[src/rtl/wb_write_arbiter.sv]
// Two-master write-only WISHBONE arbiter with bounded tenure and combinational slave mux.
// Build macro WBARB_ROUNDROBIN_EN: ties go to the master that is not `last`; undefined = master 0 wins ties.
module wb_write_arbiter #(
    parameter int unsigned HOLD_MAX = 16  // legal range 1..255
) (
    input  logic        clk,
    input  logic        rst,

    input  logic [31:0] m0_adr_i,
    input  logic [31:0] m0_dat_i,
    input  logic [3:0]  m0_sel_i,
    input  logic        m0_stb_i,
    output logic        m0_ack_o,

    input  logic [31:0] m1_adr_i,
    input  logic [31:0] m1_dat_i,
    input  logic [3:0]  m1_sel_i,
    input  logic        m1_stb_i,
    output logic        m1_ack_o,

    output logic [31:0] s_adr_o,
    output logic [31:0] s_dat_o,
    output logic [3:0]  s_sel_o,
    output logic        s_stb_o,
    input  logic        s_ack_i,

    output logic [1:0]  gnt_o
);

    typedef enum logic [1:0] {
        IDLE = 2'b00,
        GNT0 = 2'b01,
        GNT1 = 2'b10
    } state_t;

    localparam logic [7:0] HOLD_LAST = 8'(HOLD_MAX - 1);

    state_t     state;
    logic [7:0] hold_cnt;
    logic       last;

    logic owner_stb;
    logic other_stb;
    logic arb_point;
    logic xfer_done;
    logic forced_release;
    logic tie_pick;

    // Encoding is one-hot on purpose so the grant vector is the state itself.
    assign gnt_o = state;

    always_comb begin
        // NOTE: defaults first so every path assigns every output and no latch is inferred.
        owner_stb = 1'b0;
        other_stb = 1'b0;
        case (state)
            GNT0: begin
                owner_stb = m0_stb_i;
                other_stb = m1_stb_i;
            end
            GNT1: begin
                owner_stb = m1_stb_i;
                other_stb = m0_stb_i;
            end
            default: begin
                owner_stb = 1'b0;
                other_stb = 1'b0;
            end
        endcase
    end

    assign arb_point      = (state == IDLE) || !owner_stb;
    assign xfer_done      = owner_stb && s_ack_i;
    assign forced_release = xfer_done && (hold_cnt == HOLD_LAST) && other_stb;

`ifdef WBARB_ROUNDROBIN_EN
    assign tie_pick = ~last;
`else
    assign tie_pick = 1'b0;
`endif

    // Slave side: pure mux of the owner, all-zero while idle.
    always_comb begin
        s_adr_o  = '0;
        s_dat_o  = '0;
        s_sel_o  = '0;
        s_stb_o  = 1'b0;
        m0_ack_o = 1'b0;
        m1_ack_o = 1'b0;
        case (state)
            GNT0: begin
                s_adr_o  = m0_adr_i;
                s_dat_o  = m0_dat_i;
                s_sel_o  = m0_sel_i;
                s_stb_o  = m0_stb_i;
                m0_ack_o = s_ack_i;
            end
            GNT1: begin
                s_adr_o  = m1_adr_i;
                s_dat_o  = m1_dat_i;
                s_sel_o  = m1_sel_i;
                s_stb_o  = m1_stb_i;
                m1_ack_o = s_ack_i;
            end
            default: begin
                s_adr_o  = '0;
                s_dat_o  = '0;
                s_sel_o  = '0;
                s_stb_o  = 1'b0;
                m0_ack_o = 1'b0;
                m1_ack_o = 1'b0;
            end
        endcase
    end

    // An owner with stb high and no ack is never preempted; only the branches below move state.
    always_ff @(posedge clk or posedge rst) begin
        if (rst) begin
            state    <= IDLE;
            hold_cnt <= '0;
            last     <= 1'b1;
        end else if (arb_point) begin
            // NOTE: non-blocking updates so state, hold_cnt and last all see pre-edge values.
            hold_cnt <= '0;
            if (m0_stb_i && m1_stb_i) begin
                state <= tie_pick ? GNT1 : GNT0;
                last  <= tie_pick;
            end else if (m0_stb_i) begin
                state <= GNT0;
                last  <= 1'b0;
            end else if (m1_stb_i) begin
                state <= GNT1;
                last  <= 1'b1;
            end else begin
                state <= IDLE;
            end
        end else if (forced_release) begin
            state    <= (state == GNT0) ? GNT1 : GNT0;
            last     <= (state == GNT0);
            hold_cnt <= '0;
        end else if (xfer_done && (hold_cnt != HOLD_LAST)) begin
            // Saturating: a lone owner keeps streaming with the counter parked at HOLD_MAX-1.
            hold_cnt <= hold_cnt + 8'd1;
        end
    end

endmodule

[config.mk]
export PLATFORM = sky130hd
export DESIGN_NAME = wb_write_arbiter
export DESIGN_NICKNAME = d
export VERILOG_FILES = /design/src/rtl/wb_write_arbiter.sv
export SDC_FILE = /design/constraint.sdc
export NUM_CORES = 1
export LEC_CHECK = 0
export ABC_AREA = 1
export CAP_MARGIN = 20
export CELL_PAD_IN_SITES_DETAIL_PLACEMENT = 1
export CELL_PAD_IN_SITES_GLOBAL_PLACEMENT = 1
export CORE_AREA = 4 4 115 117
export DETAILED_ROUTE_END_ITERATION = 16
export DIE_AREA = 0 0 119 121
export GPL_ROUTABILITY_DRIVEN = 0
export HOLD_SLACK_MARGIN = 0.12
export PLACE_DENSITY = 0.83
export SETUP_SLACK_MARGIN = 0.3
export SYNTH_ARGS = -nofsm -noshare
export SYNTH_HDL_FRONTEND = slang
export SYNTH_SLANG_ARGS = --single-unit
[constraint.sdc]
create_clock -name clk -period 2 [get_ports clk]
set_input_delay 0.4 -clock clk [delete_from_list [all_inputs] [get_ports clk]]
set_output_delay 0.4 -clock clk [all_outputs]
set_load 0.01 [all_outputs]
==> results.cfg, run 1 <==
[run_status]
outcome = finished, violations left
failing_checks = negative setup slack

[power_and_ir_drop]
power.density_nw_per_um2 = 1340
clockPowerShare_pct = 4.4
power.ir.vdd_worst_v = 0.000600
power_switching_share_pct = 48.9
power_report.internal_total_uw = 4020
static-leakage-power_uw = 0.00257
net-switching-power_uw = 3850
total_power_uw = 7880
power.sequential.fraction_pct = 3.1
power_frac_comb_pct = 92.5

[clock_tree]
cts_buffer_depth = 2
cts_tree = done
numCtsBuffers = 3
clk_pin_slew_worst_paths_ns = 0.04
insertion_delay_ns = 0.23
ctsRootBufferMaster = clkbuf_16
cts.htree.levels = 1
clock_sinks = 10
holdBufCountCts = 0

[cells_and_area]
antenna-diode-count = 0
fin_util_pct = 47.4
ratio_of_cells_with_drive_above_1_in_the_final_layout_pct = 56.0
multi_input_combinational_cell_area_sq_um = 2350
area.sequential_sq_um = 250
area_growth_from_synthesis_to_final_layout_pct = 227
finalNetCount = 740
layout.filler_cells = 1418

[min_path]
worst_hold_path_type = in -> async

[floorplan]
placementRows = 41
initial_utilization_pct = 14.5
io-pin-count = 214
fp.dieArea_sq_um = 14400
floorplan.core_area_sq_um = 12400
die_y_microns = 121
die_width_microns = 119

[worst_setup_path]
crit_slowest_cell = dfrtp_1
regToRegSetupSlack_ns = 0.08
type_of_destination_of_the_critical_path = output pin
critical-path-top-cell-by-count = buf_12
critical_path.cell_chain = inv_2, ha_4, buf_12, buf_12, clkbuf_16, nand2_4, a21oi_2, buf_2
cp-start-kind = register
critical_path.max_stage_delay_ns = 0.40
critPathKind = reg -> out
timing.critical_path.arrival_ns = 1.66
timing.critical_path.fanout_max = 5
required_ns = 1.60

[drt]
drt_first_pass_iters = 4
avgRoutedWirePerCell_microns = 19.2
first_iter_violations = 57
detail_route.wirelength_microns = 14700
detail-route-antenna-nets = 0
drc_errors_left = 0
post_drt_via_cell_ratio = 4.46
routed-via-count = 3412

[grt]
pin_count_of_the_biggest_net_entering_global_routing = 18
wire_length_of_the_first_global_routing_pass_microns = 20300
grt_util_all_layers_pct = 17.8
global_route.overflow_total = 0
via_count_of_the_first_global_routing_pass = 3652
antenna_found_initial = 0

[synth]
syn-mean-instance-area_sq_um = 5.19
synth_flop_cell = dfrtp_1
synth_edf_count = 0
post_synth_num_cell_types = 22
synth.cells.most_frequent = 174 x nand2_1, 70 x a21oi_1, 16 x clkbuf_1, 16 x inv_1
syn_area_sq_um = 1790
sequential_fraction_of_the_synthesis_area_pct = 14.0
synthArstFlopShare_pct = 100
yosysWarnings = 0
ys_top_cells_by_area = nand2_1 37%, a21oi_1 20%, dfrtp_1 14%
synth_seq_cells = 10
syn-num-nets = 490
synth_top_cell_by_area = nand2_1
synth_top_area_share_pct = 36.5
synthMostInstantiatedCell = nand2_1
netlist_instances = 345

[timing]
fin_skew_ns = 0.000787
finalHoldViolCount = 0
max-slew-margin-rel_pct = 69.2
fmax_mhz = 485
final.period_utilization_pct = 103
hold_slack_ns = 0.480
tightestPinTransition_ns = 0.461
rsz0062_at_grt = yes
report.final.setup_viol = 29
finalWorstSetupSlack_ns = -0.0602
fin_max_slew_vios = 0
fin_crit_ns = 2.06

[placement]
place.detailed.hpwl_microns = 9130
place.port_buffers = 213
dpl_worst_slack_ns = -0.242

[job]
max_cap_violations = 0
==> layer usage <==
| metal | vias up | GRT usage (%) | share of wire (%) |
|---|---|---|---|
| li1 | 1604 | - | - |
| met1 | 1639 | 21.0 | 38 |
| met2 | 149 | 34.0 | 54 |
| met3 | 20 | 3.59 | 5.7 |
| met4 | 0 | 2.24 | 1.6 |
| met5 | - | 0 | 0 |
==> layout make-up <==
class / count / area share (%)
Clock buffer: 3 / 1.28
Inverter: 17 / 1.30
Multi-Input combinational cell: 295 / 40.1
Sequential cell: 10 / 4.27
Tap cell: 172 / 3.67
Timing Repair Buffer: 268 / 49.4
==> flip-flops by register name (all words and copies together), names as in the netlist <==
name and flops:
gnt_o 2, hold_cnt 8
==> cell usage in the layout (no fill, tap or decap) <==
master and n:
a21oi_4 17, xnor2_1 1, nand2_1 70, nor2_4 1, nand2_8 2, nor2_2 6
nand2_4 54, buf_12 12, a21oi_2 51, nand2_2 58, dfrtp_1 10, nand3_2 2
buf_16 14, buf_2 50, clkbuf_16 8, clkdlybuf4s50_1 140, inv_2 4, buf_8 5
nand4_1 6, ha_1 1, ha_4 3, buf_4 14, nor2_8 1, nor2_1 8
nand3_1 7, a21oi_1 3, o21bai_1 1, inv_1 11, nand3_4 2, nand3b_1 1
buf_6 26, inv_6 1, inv_8 1, dlygate4sd2_1 2
==> worst max-delay path: cells and delay by family, from the launching register on <==
family | cells | cell delay (ns)
AOI/OAI and AO/OA | 1 | 0.12
buffers and inverters | 5 | 0.68
DFF | 1 | 0.40
adders and majority gates | 1 | 0.18
and+or+nand+nor | 1 | 0.04
==> worst paths after layout <==
kind | startpoint | end | cells after the start
setup / recovery | gnt_o[0] | s_adr_o[10] | 8
min in group clk | hold_cnt[1] | hold_cnt[1] | 2
max in group asynchronous | rst | gnt_o[0] | 2
hold reg to reg | hold_cnt[1] | hold_cnt[1] | 2
hold / removal | rst | hold_cnt[4] | 2
setup reg to reg | gnt_o[0] | hold_cnt[5] | 12
==> logic make-up after synthesis <==
group	share of synthesized area, %
AOI/OAI and AO/OA	20.9
xor gates and xnor gates	0.490
adders and majority gates	2.80
buffers and inverters	9.30
DFF	14.0
and+or+nand+nor	52.5
==> power by group through the flow <==
stage	Combinational, uW	Clock, uW	Sequential, uW
floorplan	2400	0	256
global placement	4680	0	244
detailed placement	4760	0	248
CTS	6360	353	243
global route	7700	366	245
finish	7290	346	244
==> stage by stage <==
stage	cells	instance area (sq um)	TNS, ns
2_1_floorplan	345	2000	0
3_3_place_gp	723	4420	-7.12
3_5_place_dp	723	4420	-10.24
4_1_cts	758	5200	-0.181
5_1_grt	765	5860	-3.60
6_report	765	5860	-0.682
==> what timing repair did <==
item | CTS | global route
resized for setup | 430 | 136
setup buffers | 18 | 2
gates cloned | 14 | 5
setup endpoints to repair | 83 | 81
pin swaps | 39 | 75
(Power assumes the default switching activity.)
==> inputs of run 2 (changes only) <==
--- a/config.mk
+++ b/config.mk
@@ -9,12 +9,11 @@
 export CAP_MARGIN = 20
 export CELL_PAD_IN_SITES_DETAIL_PLACEMENT = 1
 export CELL_PAD_IN_SITES_GLOBAL_PLACEMENT = 1
-export CORE_AREA = 4 4 115 117
+export CORE_AREA = 4 4 119 121
 export DETAILED_ROUTE_END_ITERATION = 16
-export DIE_AREA = 0 0 119 121
+export DIE_AREA = 0 0 123 125
 export GPL_ROUTABILITY_DRIVEN = 0
-export HOLD_SLACK_MARGIN = 0.12
-export PLACE_DENSITY = 0.83
+export PLACE_DENSITY = 0.81
 export SETUP_SLACK_MARGIN = 0.3
 export SYNTH_ARGS = -nofsm -noshare
 export SYNTH_HDL_FRONTEND = slang
==> constraint.sdc (replaced) <==
create_clock -name clk -period 1.8 [get_ports clk]
set_input_delay 0.36 -clock clk [delete_from_list [all_inputs] [get_ports clk]]
set_output_delay 0.36 -clock clk [all_outputs]
set_load 0.02 [all_outputs]
==> results.cfg, run 2 (synthesis results as in run 1) <==
[placement]
place.detailed.hpwl_microns = 10900
placed_cells = 738
place.port_buffers = 213
dpl_worst_slack_ns = -0.480

[run_status]
outcome = finished, violations left
failing_checks = negative setup slack

[worst_setup_path]
type_of_destination_of_the_critical_path = output pin
required_ns = 1.44
critical-path-top-cell-by-count = buf_6
critPathKind = reg -> out
critical_path.cell_chain = inv_2, buf_6, ha_4, inv_12, buf_16, a21oi_4, buf_6
cp-start-kind = register
critical_path.max_stage_delay_ns = 0.37
timing.critical_path.arrival_ns = 1.64
timing.critical_path.fanout_max = 8
crit_slowest_cell = dfrtp_2

[clock_tree]
cts.htree.levels = 1
holdBufCountCts = 0
numCtsBuffers = 3
clock_sinks = 10
cts_tree = done
ctsRootBufferMaster = clkbuf_16
cts_buffer_depth = 2
clk_pin_slew_worst_paths_ns = 0.04
insertion_delay_ns = 0.24

[grt]
globalRoute.busiestLayer = met2
met2_usage_pct = 34.9
global_route.overflow_total = 0
via_count_of_the_first_global_routing_pass = 3795
wire_length_of_the_first_global_routing_pass_microns = 21200
grt_util_met1_pct = 18.0
global_route.usage.met3_pct = 3.88
grt_util_all_layers_pct = 17.5
pin_count_of_the_biggest_net_entering_global_routing = 26
antenna_found_initial = 1

[floorplan]
die_y_microns = 125
placementRows = 42
floorplan.core_area_sq_um = 13100
fp.dieArea_sq_um = 15400
die_width_microns = 123
initial_utilization_pct = 13.7
io-pin-count = 214

[cells_and_area]
layout.cells.non_filler = 756
largest_register_ffs = 8
ratio_of_cells_with_drive_above_1_in_the_final_layout_pct = 38.6
layout.cells.most_common = nand2_1
antenna-diode-count = 0
area_growth_from_synthesis_to_final_layout_pct = 217
register_containing_the_most_flip_flops_in_the_final_layout = hold_cnt
fin_util_pct = 43.4
layout_common_cells = 168 x nand2_1, 140 x clkdlybuf4s50_1, 74 x buf_6
finalNetCount = 726

[drt]
drt_first_pass_iters = 4
first_iter_violations = 74
detail_route.wirelength_microns = 14000
drc_errors_left = 0
post_drt_via_cell_ratio = 4.39
detail-route-antenna-nets = 0
avgRoutedWirePerCell_microns = 18.6
routed-via-count = 3320

[power_and_ir_drop]
total_power_uw = 9740
power.density_nw_per_um2 = 1720
static-leakage-power_uw = 0.00210
power.ir.vdd_worst_v = 0.000610

[timing]
finalHoldViolCount = 0
fmax_mhz = 499
final.period_utilization_pct = 111
finalWorstSetupSlack_ns = -0.204
max-slew-margin-rel_pct = 73.3
fin_crit_ns = 2.00
setup-tns-final_ns = -12.70
report.final.setup_viol = 79
fin_skew_ns = 0.00305
fin_max_slew_vios = 0
tightestPinTransition_ns = 0.400
rsz0062_at_grt = yes

[min_path]
worst_hold_path_type = in -> async

[job]
max_cap_violations = 0
## run 2: cell types whose count changed in the layout (fill, tap and decap cells not counted), moves of 4 or more
| cell | delta |
|---|---|
| a21oi_2 | -50 |
| buf_2 | -49 |
| buf_8 | -4 |
| nand2_1 | +98 |
| buf_4 | +5 |
| buf_6 | +48 |
| buf_16 | -6 |
| clkbuf_16 | -5 |
| a21oi_4 | +52 |
| nand2_4 | -46 |
| nand2_2 | -50 |
## run 2: worst paths after layout
path	from	end	slack (ns)	cells after the start
max in group asynchronous	rst	gnt_o[1]	1.08	2
worst max register to register	gnt_o[0]	hold_cnt[0]	-0.07	10
worst min-delay path	rst	hold_cnt[0]	0.42	2
min in group clk	hold_cnt[1]	hold_cnt[1]	0.59	2
worst max-delay path	gnt_o[0]	s_sel_o[2]	-0.20	7
worst min register to register	hold_cnt[1]	hold_cnt[1]	0.59	2
## run 2: worst max-delay path, delay by kind of cell (launching register included)
kind                     cells  cell delay (ns)
adder cells (fa/ha/maj)      1             0.35
AO/OA/AOI/OAI                1             0.13
buffers and inverters        5             0.55
flip-flops                   1             0.37
## run 2: what timing repair did
| action | CTS | global route |
|---|---|---|
| pin swaps | 6 | 2 |
| setup buffers | 7 | 0 |
| setup endpoints to repair | 83 | 82 |
| gates cloned | 7 | 0 |
| resized for setup | 456 | 9 |
## run 2: final cells by class
| cell class | instances | area [sq um] |
|---|---|---|
| Clock buffer | 4 | 78.8 |
| Fill cell | 1513 | 7410 |
| Inverter | 17 | 83.8 |
| Multi-Input combinational cell | 295 | 2230 |
| Sequential cell | 10 | 253 |
| Tap cell | 176 | 220 |
| Timing Repair Buffer | 253 | 2800 |
| Timing Repair inverter | 1 | 11.3 |
## run 2: routing by layer
metal | share of wire [%] | routed length (microns)
met1 | 35 | 4980
met2 | 54 | 7610
met3 | 7.4 | 1030
met5 | 0.093 | 13
met4 | 2.8 | 396
## run 2: per-stage QoR
step                      instance area [sq um]  hold WS, ns
after detailed placement                   5120        0.589
after global placement                     5120        0.544
final                                      5680        0.415
after CTS                                  5660        0.430
after global routing                       5680        0.451
after floorplan                            2700        0.200
## run 2: where the power goes
group | internal (uW) | switching [uW]
registers | 252 | 27.0
logic | 4210 | 4850
clock network | 296 | 102
